## src/rtl/cpu_clock_ctrl_pkg.sv

```systemverilog
// Shared encodings for the CPU clock-enable controller: operating modes and FSM states.
package cpu_clk_pkg;

  typedef enum logic [1:0] {
    MODE_FULL = 2'b00,
    MODE_DIV  = 2'b01,
    MODE_STEP = 2'b10,
    MODE_HALT = 2'b11
  } mode_e;

  typedef enum logic [2:0] {
    ST_FULL       = 3'd0,
    ST_DIV        = 3'd1,
    ST_STEP_IDLE  = 3'd2,
    ST_STEP_PULSE = 3'd3,
    ST_HALT       = 3'd4
  } state_e;

  function automatic state_e mode_to_state(input logic [1:0] m);
    state_e st;
    case (mode_e'(m))
      MODE_FULL: st = ST_FULL;
      MODE_DIV:  st = ST_DIV;
      MODE_STEP: st = ST_STEP_IDLE;
      default:   st = ST_HALT;
    endcase
    return st;
  endfunction

endpackage

```

## src/rtl/cpu_clock_ctrl_debounce.sv

```systemverilog
// Push-button conditioning: 2-flop synchronizer, stable-sample debounce and a
// registered one-cycle rising-edge pulse of the debounced level.
module btn_debounce #(
  parameter int DB_CYCLES = 500000
) (
  input  logic clk,
  input  logic reset,
  input  logic btnIn,
  output logic level,
  output logic rise
);

  localparam int DB_W = $clog2(DB_CYCLES);
  localparam logic [DB_W-1:0] LAST = DB_W'(DB_CYCLES - 1);

  logic [1:0]      sync_q;
  logic [DB_W-1:0] cnt_q;
  logic            level_q;
  logic            level_dly_q;
  logic            rise_q;

  always_ff @(posedge clk or posedge reset) begin
    if (reset) begin
      sync_q      <= '0;
      cnt_q       <= '0;
      level_q     <= 1'b0;
      level_dly_q <= 1'b0;
      rise_q      <= 1'b0;
    end else begin
      sync_q      <= {sync_q[0], btnIn};
      level_dly_q <= level_q;
      rise_q      <= level_q & ~level_dly_q;
      // Any sample agreeing with the accepted level restarts the stability count.
      if (sync_q[1] == level_q) begin
        cnt_q <= '0;
      end else if (cnt_q == LAST) begin
        level_q <= sync_q[1];
        cnt_q   <= '0;
      end else begin
        cnt_q <= cnt_q + DB_W'(1);
      end
    end
  end

  assign level = level_q;
  assign rise  = rise_q;

endmodule

```

## src/rtl/cpu_clock_ctrl.sv

```systemverilog
// Clock-enable controller: free-running prescaler, mode FSM and registered
// per-channel enable pulses plus a count of channel-0 enables.
module cpu_clock_ctrl
  import cpu_clk_pkg::*;
#(
  parameter int NUM_CH    = 2,
  parameter int SEL_W     = 5,
  parameter int DB_CYCLES = 500000,
  parameter int CNT_W     = 32
) (
  input  logic                    clk,
  input  logic                    reset,
  input  logic [1:0]              mode,
  input  logic [NUM_CH*SEL_W-1:0] divSel,
  input  logic                    stepBtn,
  output logic [NUM_CH-1:0]       clkEn,
  output logic [CNT_W-1:0]        cycleCount,
  output logic                    halted
);

  localparam int PRE_W = 2 ** SEL_W;

  logic [PRE_W-1:0]  presc_q;
  state_e            state_q, state_d;
  logic [NUM_CH-1:0] en_q, en_d;
  logic [CNT_W-1:0]  cnt_q;
  logic              halted_q;
  logic              btn_level;
  logic              step_req;

  btn_debounce #(.DB_CYCLES(DB_CYCLES)) u_debounce (
    .clk   (clk),
    .reset (reset),
    .btnIn (stepBtn),
    .level (btn_level),
    .rise  (step_req)
  );

  // Tap s fires when prescaler bits [s:0] are all ones; selects past the top bit clamp.
  function automatic logic tap_hit(input logic [PRE_W-1:0] p, input logic [SEL_W-1:0] s);
    logic [PRE_W-1:0] mask;
    mask = '1;
    if (int'(s) < PRE_W - 1) mask = (PRE_W'(1) << (int'(s) + 1)) - PRE_W'(1);
    return &(p | ~mask);
  endfunction

  always_comb begin
    state_d = mode_to_state(mode);
    if (state_q == ST_STEP_IDLE && step_req && btn_level) state_d = ST_STEP_PULSE;
  end

  always_comb begin
    en_d = '0;
    case (state_q)
      ST_FULL, ST_STEP_PULSE: en_d = '1;
      ST_DIV: begin
        for (int c = 0; c < NUM_CH; c++) begin
          en_d[c] = tap_hit(presc_q, divSel[c*SEL_W +: SEL_W]);
        end
      end
      default: en_d = '0;
    endcase
  end

  always_ff @(posedge clk or posedge reset) begin
    if (reset) begin
      presc_q  <= '0;
      state_q  <= ST_HALT;
      en_q     <= '0;
      cnt_q    <= '0;
      halted_q <= 1'b0;
    end else begin
      presc_q  <= presc_q + PRE_W'(1);
      state_q  <= state_d;
      en_q     <= en_d;
      cnt_q    <= cnt_q + CNT_W'(en_d[0]);
      halted_q <= (state_d == ST_HALT);
    end
  end

  assign clkEn      = en_q;
  assign cycleCount = cnt_q;
  assign halted     = halted_q;

endmodule
```

## config.mk

```make
export PLATFORM = sky130hd
export DESIGN_NAME = cpu_clock_ctrl
export DESIGN_NICKNAME = d
export VERILOG_FILES = /design/src/rtl/cpu_clock_ctrl_pkg.sv /design/src/rtl/cpu_clock_ctrl_debounce.sv /design/src/rtl/cpu_clock_ctrl.sv
export SDC_FILE = /design/constraint.sdc
export NUM_CORES = 1
export LEC_CHECK = 0
export CAP_MARGIN = 10
export CORE_ASPECT_RATIO = 0.75
export CORE_UTILIZATION = 60
export DETAILED_ROUTE_END_ITERATION = 16
export PLACE_DENSITY = 0.87
export SLEW_MARGIN = 15
export SYNTH_ARGS = -nofsm -noshare
export SYNTH_HDL_FRONTEND = slang
export SYNTH_SLANG_ARGS = --single-unit
```

## constraint.sdc

```tcl
create_clock -name clk -period 9.89 [get_ports clk]
set_clock_uncertainty 0.1 [all_clocks]
set_input_delay 1.978 -clock clk [delete_from_list [all_inputs] [get_ports clk]]
set_output_delay 1.978 -clock clk [all_outputs]
set_load 0.02 [all_outputs]
```

# After elaboration in Yosys (flattened, before gate mapping)
# Cells that the tools add are included.
[word_totals]
regBits = 94
inputBits = 15
[classes]
reduce_logical = 8
muxes = 9
addsub = 7
eq_ne = 8
order_cmp = 2
bitwise = 7
n_shift = 2
[ops]
columns = ["cell", "count"]
rows = [
  ["2-to-1 mux 32 bit", 4],
  ["inverter 32 bit", 2],
  ["OR 32 bit", 2],
  ["AND reduction 32 bit", 2],
  ["left shift 1 x 6 -> 32 bit, first input constant", 2],
  ["subtractor 32 x 2 -> 32 bit, second input constant", 2],
  ["2-to-1 mux 19 bit", 2],
  ["adder 32 x 1 -> 32 bit", 1],
  ["adder 32 x 1 -> 32 bit, second input constant", 1],
  ["adder 19 x 1 -> 19 bit, second input constant", 1],
  ["equality test 19 bit, second input constant", 1],
  ["adder 5 x 1 -> 6 bit, second input constant", 2],
  ["less-than comparator 5 bit, second input constant", 2],
  ["one-hot mux 3 bit (3 select lines)", 1],
  ["equality test 3 x 2 -> 1 bit, second input constant", 2],
  ["one-hot mux 2 bit (2 select lines)", 1],
  ["equality test 3 x 1 -> 1 bit, second input constant", 1],
  ["equality test 3 bit, second input constant", 1],
  ["logical NOT 3 bit", 1],
  ["2-to-1 mux 3 bit", 1],
  ["equality test 2 x 1 -> 1 bit, second input constant", 1],
  ["equality test 2 bit, second input constant", 1],
  ["logical AND 1 bit", 2],
  ["logical NOT 2 bit", 1],
  ["other kinds (5)", 6],
]

# Logic depth before layout (Yosys ltp)
# Gate-level depths: netlist of the first run.
[depth]
word_depth = 10
mapped_depth = 20
depth_no_buf = 16

# Hierarchy
# Synthesis of the first run repeated with hierarchy kept, for this count alone.
[unflattened]
cells_unflattened = 644
hier_area_um2 = 5790.6
[modules_own_cells]
columns = ["mod", "area_per_inst_um2", "instances", "cells_per_inst"]
rows = [
  ["cpu_clock_ctrl", 4643.2, 1, 538],
  ["btn_debounce", 1147.4, 1, 106],
]

# Least setup slack after synthesis of the first run
# Ideal clock, no wire load.
[synth_timing]
path_kind = "input -> register"
start = "in divSel[1]"
end = "reg cnt_q[30] (netlist: cycleCount[30])"
cell_stages = 20
arrival_ns = 5.359
path_slack_ns = 4.302
n_path_buf = 5
setup_ns = 0.129
t_required_ns = 9.661
path_cell_list = "buf_2 > nor2_1 > nand2_1 > ha_1 > clkbuf_1 > clkbuf_1 > nand3_1 > a21oi_1 > a2111oi_0 > nand3_1 > o31ai_1 > ha_1 > ha_1 > and3_1 > buf_2 > and2_1 > and3_1 > clkbuf_1 > nand4_1 > xnor2_1"
[synth_between]
elab_chain_cells = 10
[synth_rtl]
columns = ["element", "line_no", "text"]
rows = [
  ["start, declared", "cpu_clock_ctrl.sv:14", "input logic [NUM_CH*SEL_W-1:0] divSel,"],
  ["adder 5 x 1 -> 6 bit", "cpu_clock_ctrl.sv:43", "if (int'(s) < PRE_W - 1) mask = (PRE_W'(1) << (int'(s) + 1)) - PRE_W'(1);"],
  ["left shift 1 x 6 -> 32 bit", "cpu_clock_ctrl.sv:43", ""],
  ["subtractor 32 x 2 -> 32 bit", "cpu_clock_ctrl.sv:43", ""],
  ["2-to-1 mux 32 bit *", "cpu_clock_ctrl.sv:43", ""],
  ["2-to-1 mux 32 bit *", "cpu_clock_ctrl.sv:54", "case (state_q)"],
  ["inverter 32 bit *", "cpu_clock_ctrl.sv:44", "return &(p | ~mask);"],
  ["OR 32 bit *", "cpu_clock_ctrl.sv:44", ""],
  ["AND reduction 32 bit *", "cpu_clock_ctrl.sv:44", ""],
  ["one-hot mux 2 bit (2 select lines) *", "cpu_clock_ctrl.sv:54", ""],
  ["net en_d[0]", "cpu_clock_ctrl.sv:25", "logic [NUM_CH-1:0] en_q, en_d;"],
  ["adder 32 x 1 -> 32 bit *", "cpu_clock_ctrl.sv:76", "cnt_q <= cnt_q + CNT_W'(en_d[0]);"],
  ["end signal, assigned", "cpu_clock_ctrl.sv:76", ""],
  ["end, declared", "cpu_clock_ctrl.sv:26", "logic [CNT_W-1:0] cnt_q;"],
]
# The timed path passes the listed nets; every way through them passes the cells marked *. The select of a mux whose other input is x is not followed.
# A chain may end at the register's enable or synchronous reset.

# Worst setup path in the final report of the first run
[layout_timing]
start = "in divSel[4]"
end = "reg cnt_q[30] (netlist: cycleCount[30])"
# Same word-level chain as after synthesis.

==> metrics.txt, run 1 <==
final hold slack=0.250 ns; hold-fix buffers at CTS=0; share of cells above drive strength 1=under 10%; final WL=14900 um; Max-Slew Margin vs Limit=28.3%; postcts setup bufs=0; Core Area=9080 um^2; footprint of the multi-input gates=3020 um^2; Synth area leaders=dfrtp_1 (41%), xnor2_1 (8.8%), nand2_1 (4.0%); RSZ-0062 raised after global routing=no; wire length of the first global-routing pass=about 24000 um; FFs w/ async S/R, synth=100%; Max IR drop VDD=between 0.15 and 0.2 mV; CTS tree=done; Die H=~86 um; drt wl/cell=between 15 and 20 um; Area Growth Syn to Fin=13.5%; GRT overflow=0; # rows=30; top_reg_cell synth=dfrtp_1; standby leakage power=around 2.7 nW; Critical Path Fanout Max=26; CP Launch Type=input port; worst skew pair latency=roughly 0.35 ns; vias per inst=~6.3; Min Clock Period, post-route=between 6 and 7 ns; commonest non-fill, non-tap cell in the layout=dfrtp_1; CP required=around 10 ns; Die X=114 um; Netlist cell types=70; R2R depth=13; GP Congestion=approximately 1; largest net degree at the start of global routing=84; CP Capture Type=flop; largest family of logic cells by synthesized area=simple AND/OR/NAND/NOR gates; Crit path top cell by count=ha_1; Antenna diodes=0; yosys warns=0; CTS H-tree depth=3; DRC violations left=0; Crit Path Category=input port to flop; CP Cell Sequence=clkdlybuf4s50_1 > nor3_1 > nand2_1 > ha_1 > a21oi_1 > o32ai_1 > o31ai_1 > o221ai_1 > o31ai_1 > ha_1 > ha_1 > and3_1 > and2_1 > and3_1 > nand4_1 > xnor2_1; Adder-Cell Fraction of Synth Area=between 1 and 1.5%; final setup fails=0; most frequent cells in the layout=dfrtp_1 (93), nand2_1 (61), xnor2_1 (57); register area=around 2400 um^2; CTS max path bufs=2; clock slew seen by the registers of the worst setup and hold paths=roughly 0.07 ns; CTS Buf Count=9; initial antenna violation count=0; area fraction in compound gates after synthesis=roughly 14%; DRT Pass-1 Iters=7; Setup TNS=0 ns; synthesized flop and latch total=94; xor/xnor share of the synthesized area=12.5%; measured slew at the worst slew-check pin=between 1 and 1.5 ns; vias in the first global route=around 4500; total track usage=31.7%; syn_area_per_cell=roughly 9.0 um^2; first-iteration detailed-routing DRC count=644; hold path depth=0; post-synthesis mux area share=less than 1%; outcome=finished clean; die area=between 9000 and 10000 um^2; Mapped Area=between 5000 and 6000 um^2; Post-synth EDFFs=0; crit-path max cell delay=approximately 0.86 ns; Fmax achieved=approximately 150 MHz; dominant cell type by area after synthesis=dfrtp_1; I/O Pins=50; Vias=a little under 5000; Port Buffers=49; Syn Inst Count=roughly 630; number of gates resized after cts=0; Layout fillers=680; clk sink count=94; Final ANT Viol Nets=0; final hold violation count=0; Synth Area in Simple Gates=between 20% and 30%; number of max-cap violations=0; Layout Nets=674; Starting Density=just over 60%; Max Slew Vio Count=0; placed wire-length estimate=10500 um; PD cells=roughly 140 nW/um^2; Worst Hold Class=flop to flop; Synth top area share=between 40 and 50%; post-synthesis sequential area ratio=41.6%; Slowest cell on crit path=clkdlybuf4s50_1; Worst Path Arrival=roughly 7 ns; fin crit share=69.7%; clock root buffer=clkbuf_16
==> cells by family (layout without fill, tap and decap cells) <==
family | Yosys count | count (layout)
fa+ha+maj | 6 | 6
compound gates | 123 | 123
flops | 94 | 94
buf+inv | 58 | 87
simple gates | 263 | 263
other cells | 1 | 2
xor+xnor | 81 | 81
mux | 2 | 2
==> flip-flops by register name, indices dropped and copies added, names as in the netlist <==
| signal | flops |
|---|---|
| clkEn | 2 |
| cycleCount | 32 |
| halted | 1 |
| presc_q | 32 |
| state_q | 3 |
| u_debounce.cnt_q | 19 |
| u_debounce.level | 1 |
| u_debounce.level_dly_q | 1 |
| u_debounce.rise | 1 |
| u_debounce.sync_q | 2 |
==> worst paths after layout <==
| check | from | end | slack (ns) |
|---|---|---|---|
| worst max-delay path | divSel[4] | cycleCount[30] | 3.00 |
| worst min-delay path | u_debounce.sync_q[0] | u_debounce.sync_q[1] | 0.25 |
| worst max register to register | presc_q[0] | cycleCount[30] | 5.78 |
| worst min register to register | u_debounce.sync_q[0] | u_debounce.sync_q[1] | 0.25 |
| max in group asynchronous | reset | presc_q[19] | 6.67 |
| min in group asynchronous | reset | u_debounce.cnt_q[2] | 1.77 |
==> layout make-up <==
cell class / count / area share (%)
clock buffer: 10 / 3.57
inverter: 20 / 1.19
tap: 128 / 2.50
sequential: 94 / 36.7
clock inverter: 6 / 1.19
multi-input combinational: 477 / 47.0
timing repair buffer: 51 / 7.88
==> cell usage after synthesis (2+ instances only) <==
cell       number
dfrtp_1        93
nand2_1        61
xnor2_1        57
nor2_1         47
a21oi_1        33
nand3_1        33
o21ai_0        32
xor2_1         24
inv_1          20
nor3_1         20
and3_1         19
clkbuf_1       16
nand4_1        16
buf_2          14
a31oi_1        10
nor4_1         10
and4_1          9
buf_6           7
o31ai_1         7
and2_1          6
ha_1            6
nand2b_1        6
nor2b_1         5
nor4b_1         5
a211o_1         4
a22oi_1         4
a32o_1          3
nand3b_1        3
o2111ai_1       3
o32ai_1         3
or2_2           3
a2111oi_0       2
a211oi_1        2
a2bb2oi_1       2
a32oi_1         2
a41o_1          2
mux2_2          2
nor3b_1         2
o211ai_1        2
or3_1           2
or4_1           2
==> routing by layer <==
metal  GRT usage, %  part of all wire, %  up-vias  wire (um)
li1               -                    -     2289          -
met1           49.0                   45     2403       6740
met2           43.2                   42      241       6270
met3           8.62                   11       28       1620
met4           8.97                  1.7        0        255
met5              0                    0        -          0
==> through the flow <==
stage | setup slack [ns] | total power [mW] | std cells | instance area, um^2 | util [%]
after CTS | 3.19 | 0.928 | 786 | 6420 | 70.7
after floorplan | 4.30 | 0.516 | 629 | 5660 | -
after global placement | 2.98 | 0.570 | 770 | 6110 | 67.3
after global routing | 2.61 | 0.960 | 786 | 6420 | 70.7
after detailed placement | 2.85 | 0.572 | 770 | 6110 | 67.3
final | 3.00 | 0.925 | 786 | 6420 | 70.7
==> report_power, final <==
part	total [mW]	internal, mW	switching (mW)
logic	0.148	0.0618	0.0862
registers	0.420	0.402	0.0188
clock network	0.356	0.201	0.155
==> worst max-delay path, delay by kind of cell <==
family	cells	cell delay (ns)
adders and majority gates	3	0.91
AOI/OAI and AO/OA	5	1.39
and+or+nand+nor	6	1.72
xor gates and xnor gates	1	0.15
buffers and inverters	1	0.86
(Power assumes the default switching activity.)
==> run 2, diff against run 1 <==
--- a/config.mk
+++ b/config.mk
@@ -7,9 +7,9 @@
 export LEC_CHECK = 0
 export CAP_MARGIN = 10
 export CORE_ASPECT_RATIO = 0.75
-export CORE_UTILIZATION = 60
+export CORE_UTILIZATION = 58
 export DETAILED_ROUTE_END_ITERATION = 16
-export PLACE_DENSITY = 0.87
+export PLACE_DENSITY = 0.84
 export SLEW_MARGIN = 15
 export SYNTH_ARGS = -nofsm -noshare
 export SYNTH_HDL_FRONTEND = slang
==> constraint.sdc (replaced) <==
create_clock -name clk -period 6.7 [get_ports clk]
set_clock_uncertainty 0.1 [all_clocks]
set_input_delay 1.34 -clock clk [delete_from_list [all_inputs] [get_ports clk]]
set_output_delay 1.34 -clock clk [all_outputs]
set_load 0.02 [all_outputs]
==> run 2 against run 1 <==
Compared with the run above: worst setup slack lost 1.9 ns; critical endpoint unchanged; clock power increased by 41%; sequential share of layout area decreased by 0.23 points; sequential cell count unchanged; combinational power rose by 47%; wire length down 3.6%; largest power group unchanged; final cell count is 0.89% higher; critical path depth rose by 1.
==> metrics.txt, run 2 (synthesis gave the netlist of run 1 again) <==
# rows=30 (unchanged); fin crit share=a little over four fifths; CTS max path bufs=2 (unchanged); final instance area=6460 um^2 (was 6420 um^2); largest net degree at the start of global routing=70 (was 84); I/O Pins=50 (unchanged); vias per inst=6.29 (was 6.31); RSZ-0062 raised after global routing=no (unchanged); CTS tree=done (unchanged); Starting Density=61.0% (was 62.3%); CP Cell Sequence=clkdlybuf4s50_1 > nor3_1 > nand2_1 > ha_1 > nand2_1 > o21ai_0 > and4b_1 > a2111oi_0 > o2111ai_1 > o31ai_1 > ha_1 > ha_1 > and3_1 > and2_1 > and3_1 > nand4_1 > xnor2_1 (was clkdlybuf4s50_1 > nor3_1 > nand2_1 > ha_1 > a21oi_1 > o32ai_1 > o31ai_1 > o221ai_1 > o31ai_1 > ha_1 > ha_1 > and3_1 > and2_1 > and3_1 > nand4_1 > xnor2_1); Vias=4990 (was 4961); CP required=6.84 ns (was 10.02 ns); Layout Nets=681 (was 674); Setup TNS=0 ns (unchanged); die area=10200 um^2 (was 9820 um^2); final hold violation count=0 (unchanged); first-iteration detailed-routing DRC count=705 (was 644); CP Launch Type=input port (unchanged); launch point of the worst reg-to-reg path=presc_q[0] (unchanged); vias in the first global route=4623 (was 4462); Post-Place Cell Area=6170 um^2 (was 6110 um^2); wire length of the first global-routing pass=23700 um (was 23800 um); number of max-cap violations=0 (unchanged); Critical Path Fanout Max=18 (was 26); Max-Slew Margin vs Limit=42.7% (was 28.3%); initial antenna violation count=0 (unchanged); Area Growth Syn to Fin=14.2% (was 13.5%); DRC violations left=0 (unchanged); drt wl/cell=18.1 um (was 18.9 um); clock slew seen by the registers of the worst setup and hold paths=0.07 ns (about the same); CP Launch Point=divSel[2] (was divSel[4]); PD cells=207 nW/um^2 (was 144 nW/um^2); final setup fails=0 (unchanged); GP Congestion=1.02 (was 0.984); Worst Path Buf+Inv=1 (unchanged); CTS H-tree depth=3 (unchanged); footprint of the multi-input gates=3020 um^2 (unchanged); DRT Pass-1 Iters=6 (was 7); Slowest cell on crit path=nor3_1 (was clkdlybuf4s50_1); outcome=finished clean (unchanged); Max Slew Vio Count=0 (unchanged); hold_sp=u_debounce.sync_q[0] (unchanged); crit-path max cell delay=0.50 ns (was 0.86 ns); Max IR drop VDD=0.151 mV (was 0.169 mV); total track usage=30.9% (was 31.7%); critical path's top delay family=simple AND/OR/NAND/NOR gates (unchanged); most frequent cells in the layout=dfrtp_1 (93), nand2_1 (61), xnor2_1 (57) (unchanged); measured slew at the worst slew-check pin=0.857 ns (was 1.07 ns); number of gates resized after cts=0 (unchanged); Port Buffers=49 (unchanged); hold-fix buffers at CTS=0 (unchanged); Util after Layout=69.7% (was 70.7%); Layout fillers=718 (was 680); final WL=14400 um (was 14900 um); Crit Path Category=input port to flop (unchanged); commonest non-fill, non-tap cell in the layout=dfrtp_1 (unchanged); GRT overflow=0 (unchanged); Worst Path Arrival=5.77 ns (was 7.02 ns); Die H=87.5 um (was 86.1 um); standby leakage power=2.69 nW (was 2.66 nW); share of cells above drive strength 1=6.32% (was 5.17%); clock root buffer=clkbuf_16 (unchanged); Die X=116 um (was 114 um); Placement Setup Slack=0.786 ns (was 2.85 ns); Crit path top cell by count=ha_1 (unchanged); Antenna diodes=0 (unchanged); R2R Setup Slk=2.78 ns (was 5.78 ns); Core Area=9270 um^2 (was 9080 um^2); total power=1.34 mW (was 0.925 mW); Fmax achieved=between 150 and 200 MHz; clk sink count=94 (unchanged); CP Capture Type=flop (unchanged); setup ws final=1.06 ns (was 3.00 ns); register area=2350 um^2 (unchanged); postcts setup bufs=0 (unchanged); Worst Hold Class=flop to flop (unchanged); Final ANT Viol Nets=0 (unchanged); placed wire-length estimate=10300 um (was 10500 um); Min Clock Period, post-route=5.64 ns; worst skew pair latency=0.35 ns (about the same); CTS Buf Count=9 (unchanged)
## run 2: cell types whose count changed in the layout (fill, tap and decap cells not counted)
cell / previous run / this run
clkbuf_1: 1 / 0
clkinv_2: 1 / 2
clkinv_8: 0 / 1
buf_4: 2 / 9
bufinv_16: 1 / 0
## run 2: final timing paths
check | end | depth (start not counted)
setup / recovery | cycleCount[30] | 17
hold / removal | u_debounce.sync_q[1] | 0
setup reg to reg | cycleCount[30] | 13
hold reg to reg | u_debounce.sync_q[1] | 0
max in group asynchronous | u_debounce.cnt_q[18] | 3
min in group asynchronous | cycleCount[14] | 2
## run 2: per-stage QoR
stage                     std cells  hold slack (ns)
final                           793            0.270
after global routing            793            0.282
after CTS                       793            0.269
after detailed placement        777            0.247
after global placement          777            0.232
after floorplan                 629            0.231
## run 2: cell type report
class / instances / area share (%)
sequential: 94 / 36.4
timing repair buffer: 58 / 8.64
clock buffer: 9 / 3.49
multi-input combinational: 477 / 46.7
tap: 128 / 2.48
inverter: 20 / 1.18
clock inverter: 7 / 1.05
## run 2: worst reg2reg max path, stage by stage (launching register included)
cell and delay, ns:
dfrtp_1 0.39, inv_1 0.07, nor4b_1 0.71, o2111ai_1 0.21
nor4_1 0.26, nand3_1 0.13, o31ai_1 0.34, ha_1 0.29
ha_1 0.23, and3_1 0.27, and2_1 0.22, and3_1 0.30
nand4_1 0.15, xnor2_1 0.14
## run 2: where the power goes
group / leakage, nW / internal [mW] / switching, mW
Sequential: 1.26 / 0.593 / 0.0275
Combinational: 1.28 / 0.0933 / 0.124
Clock: 0.145 / 0.261 / 0.239
Total: 2.69 / 0.948 / 0.391
## run 2: layer usage
metal | up-vias | GRT usage, % | share of wire, %
li1 | 2311 | - | -
met5 | - | 0 | 0
met3 | 32 | 8.14 | 11
met4 | 0 | 8.28 | 1.8
met1 | 2364 | 47.1 | 45
met2 | 283 | 43.3 | 42
